`config.mk`:
```
export PLATFORM = sky130hd
export DESIGN_NAME = inst_encoder_flat
export DESIGN_NICKNAME = d
export VERILOG_FILES = /design/src/rtl/inst_encoder_if.sv /design/src/rtl/inst_encoder.sv /design/src/flat_wrapper.sv
export SDC_FILE = /design/constraint.sdc
export NUM_CORES = 1
export LEC_CHECK = 0
export CAP_MARGIN = 0
export CORE_ASPECT_RATIO = 0.5
export CORE_UTILIZATION = 56
export CTS_BUF_LIST = sky130_fd_sc_hd__clkbuf_8
export DETAILED_ROUTE_END_ITERATION = 16
export PLACE_DENSITY = 0.82
export SLEW_MARGIN = 20
export SYNTH_ARGS = -nofsm -noshare
export SYNTH_HDL_FRONTEND = slang
export SYNTH_SLANG_ARGS = --single-unit
```
`constraint.sdc`:
```
create_clock -name clk -period 3.41 [get_ports clk]
set_clock_uncertainty 0.05 [all_clocks]
set_input_delay 0.682 -clock clk [delete_from_list [all_inputs] [get_ports clk]]
set_output_delay 0.682 -clock clk [all_outputs]
set_load 0.02 [all_outputs]
```
`src/rtl/inst_encoder_if.sv`:
```
// Request/response bus of the RV32I instruction encoder.
// master: loader side that issues requests and drains the output FIFO.
// slave : the encoder itself.
interface inst_encoder_if #(
    parameter int ADDR_W = 10
);
    logic              in_valid;
    logic              in_ready;
    logic [2:0]        in_fmt;
    logic [6:0]        in_opcode;
    logic [2:0]        in_funct3;
    logic [6:0]        in_funct7;
    logic [4:0]        in_rd;
    logic [4:0]        in_rs1;
    logic [4:0]        in_rs2;
    logic [31:0]       in_imm;
    logic              out_valid;
    logic              out_ready;
    logic [31:0]       out_inst;
    logic [ADDR_W-1:0] out_addr;
    logic              err_range;
    logic [7:0]        err_count;

    modport master (
        output in_valid, in_fmt, in_opcode, in_funct3, in_funct7,
               in_rd, in_rs1, in_rs2, in_imm, out_ready,
        input  in_ready, out_valid, out_inst, out_addr, err_range, err_count
    );

    modport slave (
        input  in_valid, in_fmt, in_opcode, in_funct3, in_funct7,
               in_rd, in_rs1, in_rs2, in_imm, out_ready,
        output in_ready, out_valid, out_inst, out_addr, err_range, err_count
    );
endinterface

```
`src/rtl/inst_encoder.sv`:
```
// RV32I instruction encoder: packs decoded fields into a 32-bit word, tags it
// with a sequential word address and buffers it in a small output FIFO.
// Out-of-range immediates and illegal formats are rejected and counted.
// Optional macro INST_ENC_ERR_HALT_EN: the first rejection halts intake
// (state HALT) until rst_n; the FIFO keeps draining.
module inst_encoder #(
    parameter int ADDR_W     = 10,
    parameter int FIFO_DEPTH = 4
) (
    input logic            clk,
    input logic            rst_n,
    inst_encoder_if.slave  bus
);
    localparam int PTR_W = $clog2(FIFO_DEPTH);
    localparam int CNT_W = PTR_W + 1;

    typedef enum logic {ST_RUN, ST_HALT} state_t;

    state_t            state_q;
    logic [CNT_W-1:0]  cnt_q;
    logic [PTR_W-1:0]  wr_ptr_q;
    logic [PTR_W-1:0]  rd_ptr_q;
    logic [ADDR_W-1:0] addr_q;
    logic              err_q;
    logic [7:0]        err_cnt_q;
    logic [31:0]       mem_inst_q [FIFO_DEPTH];
    logic [ADDR_W-1:0] mem_addr_q [FIFO_DEPTH];

    logic signed [31:0] imm_s;
    logic [31:0]        inst_d;
    logic               legal_d;
    logic               take;
    logic               push;
    logic               reject;
    logic               pop;

    assign imm_s        = signed'(bus.in_imm);
    assign bus.in_ready = (state_q == ST_RUN) && (cnt_q < CNT_W'(FIFO_DEPTH));
    assign bus.out_valid = (cnt_q != '0);
    assign bus.out_inst  = bus.out_valid ? mem_inst_q[rd_ptr_q] : '0;
    assign bus.out_addr  = bus.out_valid ? mem_addr_q[rd_ptr_q] : '0;
    assign bus.err_range = err_q;
    assign bus.err_count = err_cnt_q;

    assign take   = bus.in_valid && bus.in_ready;
    assign push   = take && legal_d;
    assign reject = take && !legal_d;
    assign pop    = bus.out_valid && bus.out_ready;

    // Field placement and immediate range check for the requested format.
    always_comb begin
        inst_d  = '0;
        legal_d = 1'b1;
        case (bus.in_fmt)
            3'd0: inst_d = {bus.in_funct7, bus.in_rs2, bus.in_rs1, bus.in_funct3,
                            bus.in_rd, bus.in_opcode};
            3'd1: begin
                inst_d  = {bus.in_imm[11:0], bus.in_rs1, bus.in_funct3,
                           bus.in_rd, bus.in_opcode};
                legal_d = (imm_s >= -32'sd2048) && (imm_s <= 32'sd2047);
            end
            3'd2: begin
                inst_d  = {bus.in_imm[11:5], bus.in_rs2, bus.in_rs1, bus.in_funct3,
                           bus.in_imm[4:0], bus.in_opcode};
                legal_d = (imm_s >= -32'sd2048) && (imm_s <= 32'sd2047);
            end
            3'd3: begin
                inst_d  = {bus.in_imm[12], bus.in_imm[10:5], bus.in_rs2, bus.in_rs1,
                           bus.in_funct3, bus.in_imm[4:1], bus.in_imm[11],
                           bus.in_opcode};
                legal_d = (imm_s >= -32'sd4096) && (imm_s <= 32'sd4094) &&
                          !bus.in_imm[0];
            end
            3'd4: begin
                inst_d  = {bus.in_imm[19:0], bus.in_rd, bus.in_opcode};
                legal_d = (bus.in_imm[31:20] == 12'd0);
            end
            3'd5: begin
                inst_d  = {bus.in_imm[20], bus.in_imm[10:1], bus.in_imm[11],
                           bus.in_imm[19:12], bus.in_rd, bus.in_opcode};
                legal_d = (imm_s >= -32'sd1048576) && (imm_s <= 32'sd1048574) &&
                          !bus.in_imm[0];
            end
            3'd6: begin
                inst_d  = {bus.in_funct7, bus.in_imm[4:0], bus.in_rs1, bus.in_funct3,
                           bus.in_rd, bus.in_opcode};
                legal_d = (bus.in_imm[31:5] == 27'd0);
            end
            default: begin
                inst_d  = '0;
                legal_d = 1'b0;
            end
        endcase
    end

    // Control FSM with registered error pulse and saturating error counter.
    always_ff @(posedge clk or negedge rst_n) begin
        if (!rst_n) begin
            state_q   <= ST_RUN;
            err_q     <= 1'b0;
            err_cnt_q <= 8'd0;
        end else begin
            err_q <= reject;
            if (reject && (err_cnt_q != 8'hFF)) begin
                err_cnt_q <= err_cnt_q + 8'd1;
            end
`ifdef INST_ENC_ERR_HALT_EN
            if (reject) begin
                state_q <= ST_HALT;
            end
`else
            state_q <= ST_RUN;
`endif
        end
    end

    // FIFO pointers, occupancy and word-address counter.
    always_ff @(posedge clk or negedge rst_n) begin
        if (!rst_n) begin
            cnt_q    <= '0;
            wr_ptr_q <= '0;
            rd_ptr_q <= '0;
            addr_q   <= '0;
        end else begin
            if (push) begin
                wr_ptr_q <= wr_ptr_q + 1'b1;
                addr_q   <= addr_q + 1'b1;
            end
            if (pop) begin
                rd_ptr_q <= rd_ptr_q + 1'b1;
            end
            if (push && !pop) begin
                cnt_q <= cnt_q + 1'b1;
            end else if (pop && !push) begin
                cnt_q <= cnt_q - 1'b1;
            end
        end
    end

    // FIFO storage; contents are don't-care until the matching count is valid.
    always_ff @(posedge clk) begin
        if (push) begin
            mem_inst_q[wr_ptr_q] <= inst_d;
            mem_addr_q[wr_ptr_q] <= addr_q;
        end
    end
endmodule

```
`src/flat_wrapper.sv`:
```
// flat-port wrapper written by rule: the top's interface ports become plain ports
module inst_encoder_flat 
#(
    parameter int ADDR_W     = 10,
    parameter int FIFO_DEPTH = 4
)
  (clk, rst_n, bus_in_valid, bus_in_fmt, bus_in_opcode, bus_in_funct3, bus_in_funct7, bus_in_rd, bus_in_rs1, bus_in_rs2, bus_in_imm, bus_out_ready, bus_in_ready, bus_out_valid, bus_out_inst, bus_out_addr, bus_err_range, bus_err_count);
  inst_encoder_if #(.ADDR_W(ADDR_W)) bus_i ();
  input logic clk;
  input logic rst_n;
  input wire logic [$bits(bus_i.in_valid)-1:0] bus_in_valid;
  input wire logic [$bits(bus_i.in_fmt)-1:0] bus_in_fmt;
  input wire logic [$bits(bus_i.in_opcode)-1:0] bus_in_opcode;
  input wire logic [$bits(bus_i.in_funct3)-1:0] bus_in_funct3;
  input wire logic [$bits(bus_i.in_funct7)-1:0] bus_in_funct7;
  input wire logic [$bits(bus_i.in_rd)-1:0] bus_in_rd;
  input wire logic [$bits(bus_i.in_rs1)-1:0] bus_in_rs1;
  input wire logic [$bits(bus_i.in_rs2)-1:0] bus_in_rs2;
  input wire logic [$bits(bus_i.in_imm)-1:0] bus_in_imm;
  input wire logic [$bits(bus_i.out_ready)-1:0] bus_out_ready;
  output wire logic [$bits(bus_i.in_ready)-1:0] bus_in_ready;
  output wire logic [$bits(bus_i.out_valid)-1:0] bus_out_valid;
  output wire logic [$bits(bus_i.out_inst)-1:0] bus_out_inst;
  output wire logic [$bits(bus_i.out_addr)-1:0] bus_out_addr;
  output wire logic [$bits(bus_i.err_range)-1:0] bus_err_range;
  output wire logic [$bits(bus_i.err_count)-1:0] bus_err_count;
  assign bus_i.in_valid = bus_in_valid;
  assign bus_i.in_fmt = bus_in_fmt;
  assign bus_i.in_opcode = bus_in_opcode;
  assign bus_i.in_funct3 = bus_in_funct3;
  assign bus_i.in_funct7 = bus_in_funct7;
  assign bus_i.in_rd = bus_in_rd;
  assign bus_i.in_rs1 = bus_in_rs1;
  assign bus_i.in_rs2 = bus_in_rs2;
  assign bus_i.in_imm = bus_in_imm;
  assign bus_i.out_ready = bus_out_ready;
  assign bus_in_ready = bus_i.in_ready;
  assign bus_out_valid = bus_i.out_valid;
  assign bus_out_inst = bus_i.out_inst;
  assign bus_out_addr = bus_i.out_addr;
  assign bus_err_range = bus_i.err_range;
  assign bus_err_count = bus_i.err_count;
  inst_encoder #(.ADDR_W(ADDR_W), .FIFO_DEPTH(FIFO_DEPTH)) u_core (.clk(clk), .rst_n(rst_n), .bus(bus_i));
endmodule
```
Word level (Yosys, flattened, before mapping)
Memory sizes are Yosys's and may differ from the RTL's.
Index checks and enable logic that the tools add are counted.
Widths: inputs -> output; s select.
{"block": "word_totals", "mem_count": 2, "out_inout_bits": 53, "mem_bits_rw": 168, "register_bits": 26}
{"memory": "u_core.mem_inst_q", "depth": 4, "width": 32, "read_ports": 1, "rd_clocked_by_memory_dff": 0, "wr": 1, "line": "inst_encoder.sv:26", "source": "logic [31:0] mem_inst_q [FIFO_DEPTH];"}
{"memory": "u_core.mem_addr_q", "depth": 4, "width": 10, "read_ports": 1, "rd_clocked_by_memory_dff": 0, "wr": 1, "line": "inst_encoder.sv:27", "source": "logic [ADDR_W-1:0] mem_addr_q [FIFO_DEPTH];"}
{"block": "op_classes", "magnitude_cmp": 7, "muxes": 8, "n_reduce_logical": 22, "n_addsub": 6, "eq_ne": 7}
{"operator": "$pmux 32 s7", "n": 1}
{"operator": "$ge 32x12->1 const B", "n": 1}
{"operator": "$ge 32x13->1 const B", "n": 1}
{"operator": "$ge 32x21->1 const B", "n": 1}
{"operator": "$le 32x12->1 const B", "n": 1}
{"operator": "$le 32x13->1 const B", "n": 1}
{"operator": "$le 32x21->1 const B", "n": 1}
{"operator": "$mux 32", "n": 1}
{"operator": "$logic_not 27->1", "n": 1}
{"operator": "$logic_and 1x1->1", "n": 12}
{"operator": "$logic_not 12->1", "n": 1}
{"operator": "$add 10x1->10 const B", "n": 1}
{"operator": "$mux 10", "n": 1}
{"operator": "$eq 3x3->1 const B", "n": 3}
{"operator": "$add 8x1->8 const B", "n": 1}
{"operator": "$ne 8x8->1 const B", "n": 1}
{"operator": "$eq 3x2->1 const B", "n": 2}
{"operator": "$mux 3", "n": 2}
{"operator": "$pmux 1 s6", "n": 1}
{"operator": "$add 2x1->2 const B", "n": 2}
{"operator": "$logic_not 1->1", "n": 4}
{"operator": "$add 3x1->3 const B", "n": 1}
{"operator": "$eq 3x1->1 const B", "n": 1}
{"operator": "$logic_not 3->1", "n": 1}
{"operator": "6 further kinds", "n": 7}

Logic depth before layout (Yosys ltp)
{"block": "depth", "word_depth": 9, "mapped_depth": 13, "ltp_nobuf": 11}

Worst setup path after synthesis
Ideal clock, no wire load.
{"block": "synth_timing", "path_type": "input -> register", "startpoint": "input bus_in_fmt[2]", "endpoint": "memory u_core.mem_addr_q[0][0], enable pin", "arrival_ns": 3.134, "n_path_buf": 2, "t_required_ns": 2.957, "stages": 7, "slack_ns": -0.177, "cell_sequence": "clkbuf_1 or4_1 a311oi_1 a21oi_1 a21oi_4 buf_6 and2_1"}
{"block": "synth_between", "elab_chain_len": 6, "elab_cells_between_ends": 12, "classes_between": "eq/ne: 6; mux: 3; reduce/logical: 3"}
{"element": "from (decl)", "line": "flat_wrapper.sv:12", "source": "input wire logic [$bits(bus_i.in_fmt)-1:0] bus_in_fmt;"}
{"element": "$eq 3x1->1 or $eq 3x2->1 (tied branches)", "line": "inst_encoder.sv:54", "source": "case (bus.in_fmt)"}
{"element": "$reduce_or 2->1 (no line)"}
{"element": "$pmux 1 s6 (*)", "line": "inst_encoder.sv:54"}
{"element": "$logic_and 1x1->1 (*)", "line": "inst_encoder.sv:46", "source": "assign push = take && legal_d;"}
{"element": "via u_core.push", "line": "inst_encoder.sv:33", "source": "logic push;"}
{"element": "$mux 1 (*)", "line": "inst_encoder.sv:142", "source": "if (push) begin"}
{"element": "$mux 1 (implied by the code) (*)", "line": "inst_encoder.sv:144", "source": "mem_addr_q[wr_ptr_q] <= addr_q;"}
{"element": "to (decl)", "line": "inst_encoder.sv:27"}
Mark *: on every way through the listed nets, which the timed path passes. The rest lies on a longest branch.

Worst setup path in the final report
{"block": "layout_timing", "startpoint": "register u_core.rd_ptr_q[0]", "endpoint": "output bus_out_inst[10]"}
{"block": "layout_between", "elab_chain_len": 2}
{"element": "from (decl)", "line": "inst_encoder.sv:22", "source": "logic [PTR_W-1:0] rd_ptr_q;"}
{"element": "from (signal assigned)", "line": "inst_encoder.sv:130", "source": "rd_ptr_q <= rd_ptr_q + 1'b1;"}
{"element": "$mem_v2 4x32"}
{"element": "$mux 32", "line": "inst_encoder.sv:40", "source": "assign bus.out_inst = bus.out_valid ? mem_inst_q[rd_ptr_q] : '0;"}
{"element": "to (decl)", "line": "flat_wrapper.sv:23", "source": "output wire logic [$bits(bus_i.out_inst)-1:0] bus_out_inst;"}
Every way passes these cells.

==> impl_metrics.yaml <==
timing:
  fmax_mhz: 312.4
  fin_hold_ws_ns: 0.4560
  worst_slack_ns: 0.2088
  rsz0062_at_grt: "false"
  fin_crit_sh_pct: 93.88
  period_minus_slack_ns: 3.201
  setup_viol: 0
  worstMarginPinSlew_ns: 0.6410
  final_hold_viol_count: 0
  drv_slew: 0
  maxSlewHeadroom_pct: 57.18
global_routing:
  overflow: 0
  track_usage_pct: 24.72
  grt.met1_usage_pct: 33.85
  gr-usage-met2_pct: 40.66
  antenna_found_initial: 0
  grt_max_degree: 42
  busiest_layer: "met2"
  grt_use_met3_pct: 6.080
  grt_pass1_vias: 5015
  grt_pass1_wl_um: 27920
synthesis:
  synth_top_family_by_area: "multiplexers"
  yosysWarnings: 0
  synthMuxAreaShare_pct: 13.93
  synth-seq-cells: 194
  synth.distinct_cells: 44
  synthCells: 527
  synthAdderAreaFrac_pct: 1.267
  synth_seq_area_share_pct: 67.05
  synth_area_per_cell_um2: 16.12
  synth_fp_nets: 606
  synth-simple-area-share_pct: 9.412
  syn_area_um2: 8494
  synth_compound_area_share_pct: 4.065
  synth_xor_area_share_pct: 2.460
floorplan:
  pin_count: 124
  core_area_um2: 14620
  start_util_pct: 58.09
  die_y_um: 89.09
  dieArea_um2: 15700
  die_x_um: 176.2
  rows: 31
hold_path:
  hold_path_class: "reg -> reg"
  hold_depth: 1
placed_design:
  dp_slack_ns: -0.09617
  globalplace.congestion: 0.9156
  hpwlAfterDp_um: 12770
  portBuffers: 123
drt:
  first_iter_violations: 418
  drtAntennaViolNets: 0
  avgRoutedWirePerCell_um: 20.86
  route.detailed.drc: 0
  vias: 5132
  routed_wl_um: 18650
  viasPerCell: 5.740
  firstDrtPassIters: 5
pwr:
  p_per_area_nw_per_um2: 679.3
  vdd_drop_max_uv: 442.7
  power_leakage_nw: 3.711
worst_setup_path:
  crit_fanout: 26
  cp.required_ns: 2.68
  cp_data_arrival_time_ns: 2.47
  start_kind: "register"
  critPathKind: "reg -> out"
  r2r_cells: 8
  end_kind: "output port"
run_status:
  status: "completed"
finish:
  diodes: 0
  nets: 762
  drive_above_1_share_pct: 18.53
  layout_commonest_cell: "edfxtp_1"
  fillCellCount: 923
  mostFrequentLayoutCells: "168 x edfxtp_1, 123 x clkdlybuf4s50_1, 50 x and2_1"
  area_growth_pct: 25.13
clock_network:
  cts.path.max_buffers: 2
  numCtsBuffers: 17
  cts_resized: 0
  clk_latency_ns: 0.45
  postCtsHoldBufs: 0
  path_clk_slew_ns: 0.10
  cts_root_buf: "clkbuf_8"
  cts_max_level: 4
  clock-sinks: 194
  cts_tree: "done"
  post_cts_buffers: 0
job:
  maxCapViolCount: 0
## final timing paths
kind                                                startpoint                             endpoint  slack (ns)
max in group asynchronous                                rst_n       u_core.rd_ptr_q[1]$_DFFE_PN0P_        2.49
min in group asynchronous                                rst_n         u_core.addr_q[2]$_DFFE_PN0P_        0.53
setup reg to reg                   u_core.cnt_q[0]$_DFFE_PN0P_          u_core.cnt_q[2]$_DFFE_PN0P_        1.14
setup / recovery                u_core.rd_ptr_q[0]$_DFFE_PN0P_                     bus_out_inst[10]        0.21
hold / removal             u_core.bus.err_count[6]$_DFFE_PN0P_  u_core.bus.err_count[6]$_DFFE_PN0P_        0.46
hold reg to reg            u_core.bus.err_count[6]$_DFFE_PN0P_  u_core.bus.err_count[6]$_DFFE_PN0P_        0.46
## flip-flops by register name, indices dropped and copies added (netlist names)
| signal | count |
|---|---|
| u_core.addr_q | 10 |
| u_core.mem_addr_q | 40 |
| u_core.bus.err_count | 8 |
| u_core.mem_inst_q | 128 |
| u_core.wr_ptr_q | 2 |
| u_core.rd_ptr_q | 2 |
| u_core.cnt_q | 3 |
| u_core.bus.err_range | 1 |
## per-layer routing
metal  up-vias  routed length (um)  share of wire [%]
met5         -                   0                  0
met2       201                9109                 49
li1       2346                   -                  -
met1      2569                8058                 43
met4         0                 176               0.94
met3        16                1304                7.0
## kinds of logic (layout without fill, tap and decap cells)
logic type / Yosys count / after routing
fa+ha+maj: 8 / 8
flops: 194 / 194
xor+xnor: 23 / 23
compound gates: 56 / 56
mux: 65 / 65
buf+inv: 35 / 204
simple gates: 146 / 146
## report_power, final
group | leakage, nW | switching, mW | total, mW | internal, mW
logic | 1.66 | 1.37 | 2.90 | 1.53
registers | 1.86 | 0.157 | 2.91 | 2.75
clock network | 0.193 | 0.873 | 1.42 | 0.543
total | 3.71 | 2.40 | 7.22 | 4.82
## cell usage after synthesis
cell type,n,area (um^2)
a211o_1,2,17.52
a21boi_0,1,7.510
a21oi_1,14,70.07
a21oi_4,1,16.27
a22o_1,4,35.03
a22oi_1,4,30.03
a311oi_1,1,8.760
a41o_1,1,10.01
a41oi_1,1,8.760
and2_1,54,337.8
and3_1,5,31.28
buf_1,1,3.750
buf_2,6,30.03
buf_6,2,22.52
clkbuf_1,20,75.07
clkinv_1,1,3.750
dfrtp_1,26,650.6
edfxtp_1,168,5045
fa_1,1,20.02
ha_1,7,87.58
inv_1,5,18.77
mux2_2,2,22.52
mux2_4,1,15.01
mux2i_1,20,200.2
mux4_2,42,945.9
nand2_1,26,97.59
nand2_2,1,6.260
nand2b_1,4,25.02
nand3_1,6,30.03
nand4_1,15,93.84
nor2_1,17,63.81
nor2b_1,4,25.02
nor3_1,2,10.01
nor4_1,7,43.79
nor4b_1,1,8.760
o211a_1,1,10.01
o21ai_0,25,125.1
o22ai_1,1,6.260
or2_2,1,6.260
or3_1,2,12.51
or4_1,1,7.510
xnor2_1,19,166.4
xnor2_2,1,16.27
xor2_1,3,26.28
## stage by stage
step / utilization [%] / total power [mW] / area (um^2) / cells / setup TNS, ns
after CTS: 72.53 / 7.261 / 10610 / 891 / 0
after global placement: 69.92 / 5.802 / 10220 / 859 / -0.02176
after global routing: 72.69 / 7.574 / 10630 / 894 / 0
after floorplan: - / 4.631 / 8499 / 527 / 0
final: 72.69 / 7.220 / 10630 / 894 / 0
after detailed placement: 69.92 / 5.855 / 10220 / 859 / -0.6395
## area by class of cell
class                           instances  area (um^2)  area share (%)
Inverter                                6        22.52          0.2119
Tap cell                              198        247.7           2.331
Clock buffer                           17        234.0           2.201
Timing Repair Buffer                  166         1629           15.33
Clock inverter                         15        147.6           1.389
Sequential cell                       194         5698           53.61
Multi-Input combinational cell        298         2650           24.93
## worst max-delay path: stages (launching register included)
cell and delay (ns):
dfrtp_2 0.48, buf_12 0.26, mux4_2 0.55, and2_1 0.18, clkdlybuf4s50_1 0.54
Power figures use the tool's default switching activity.
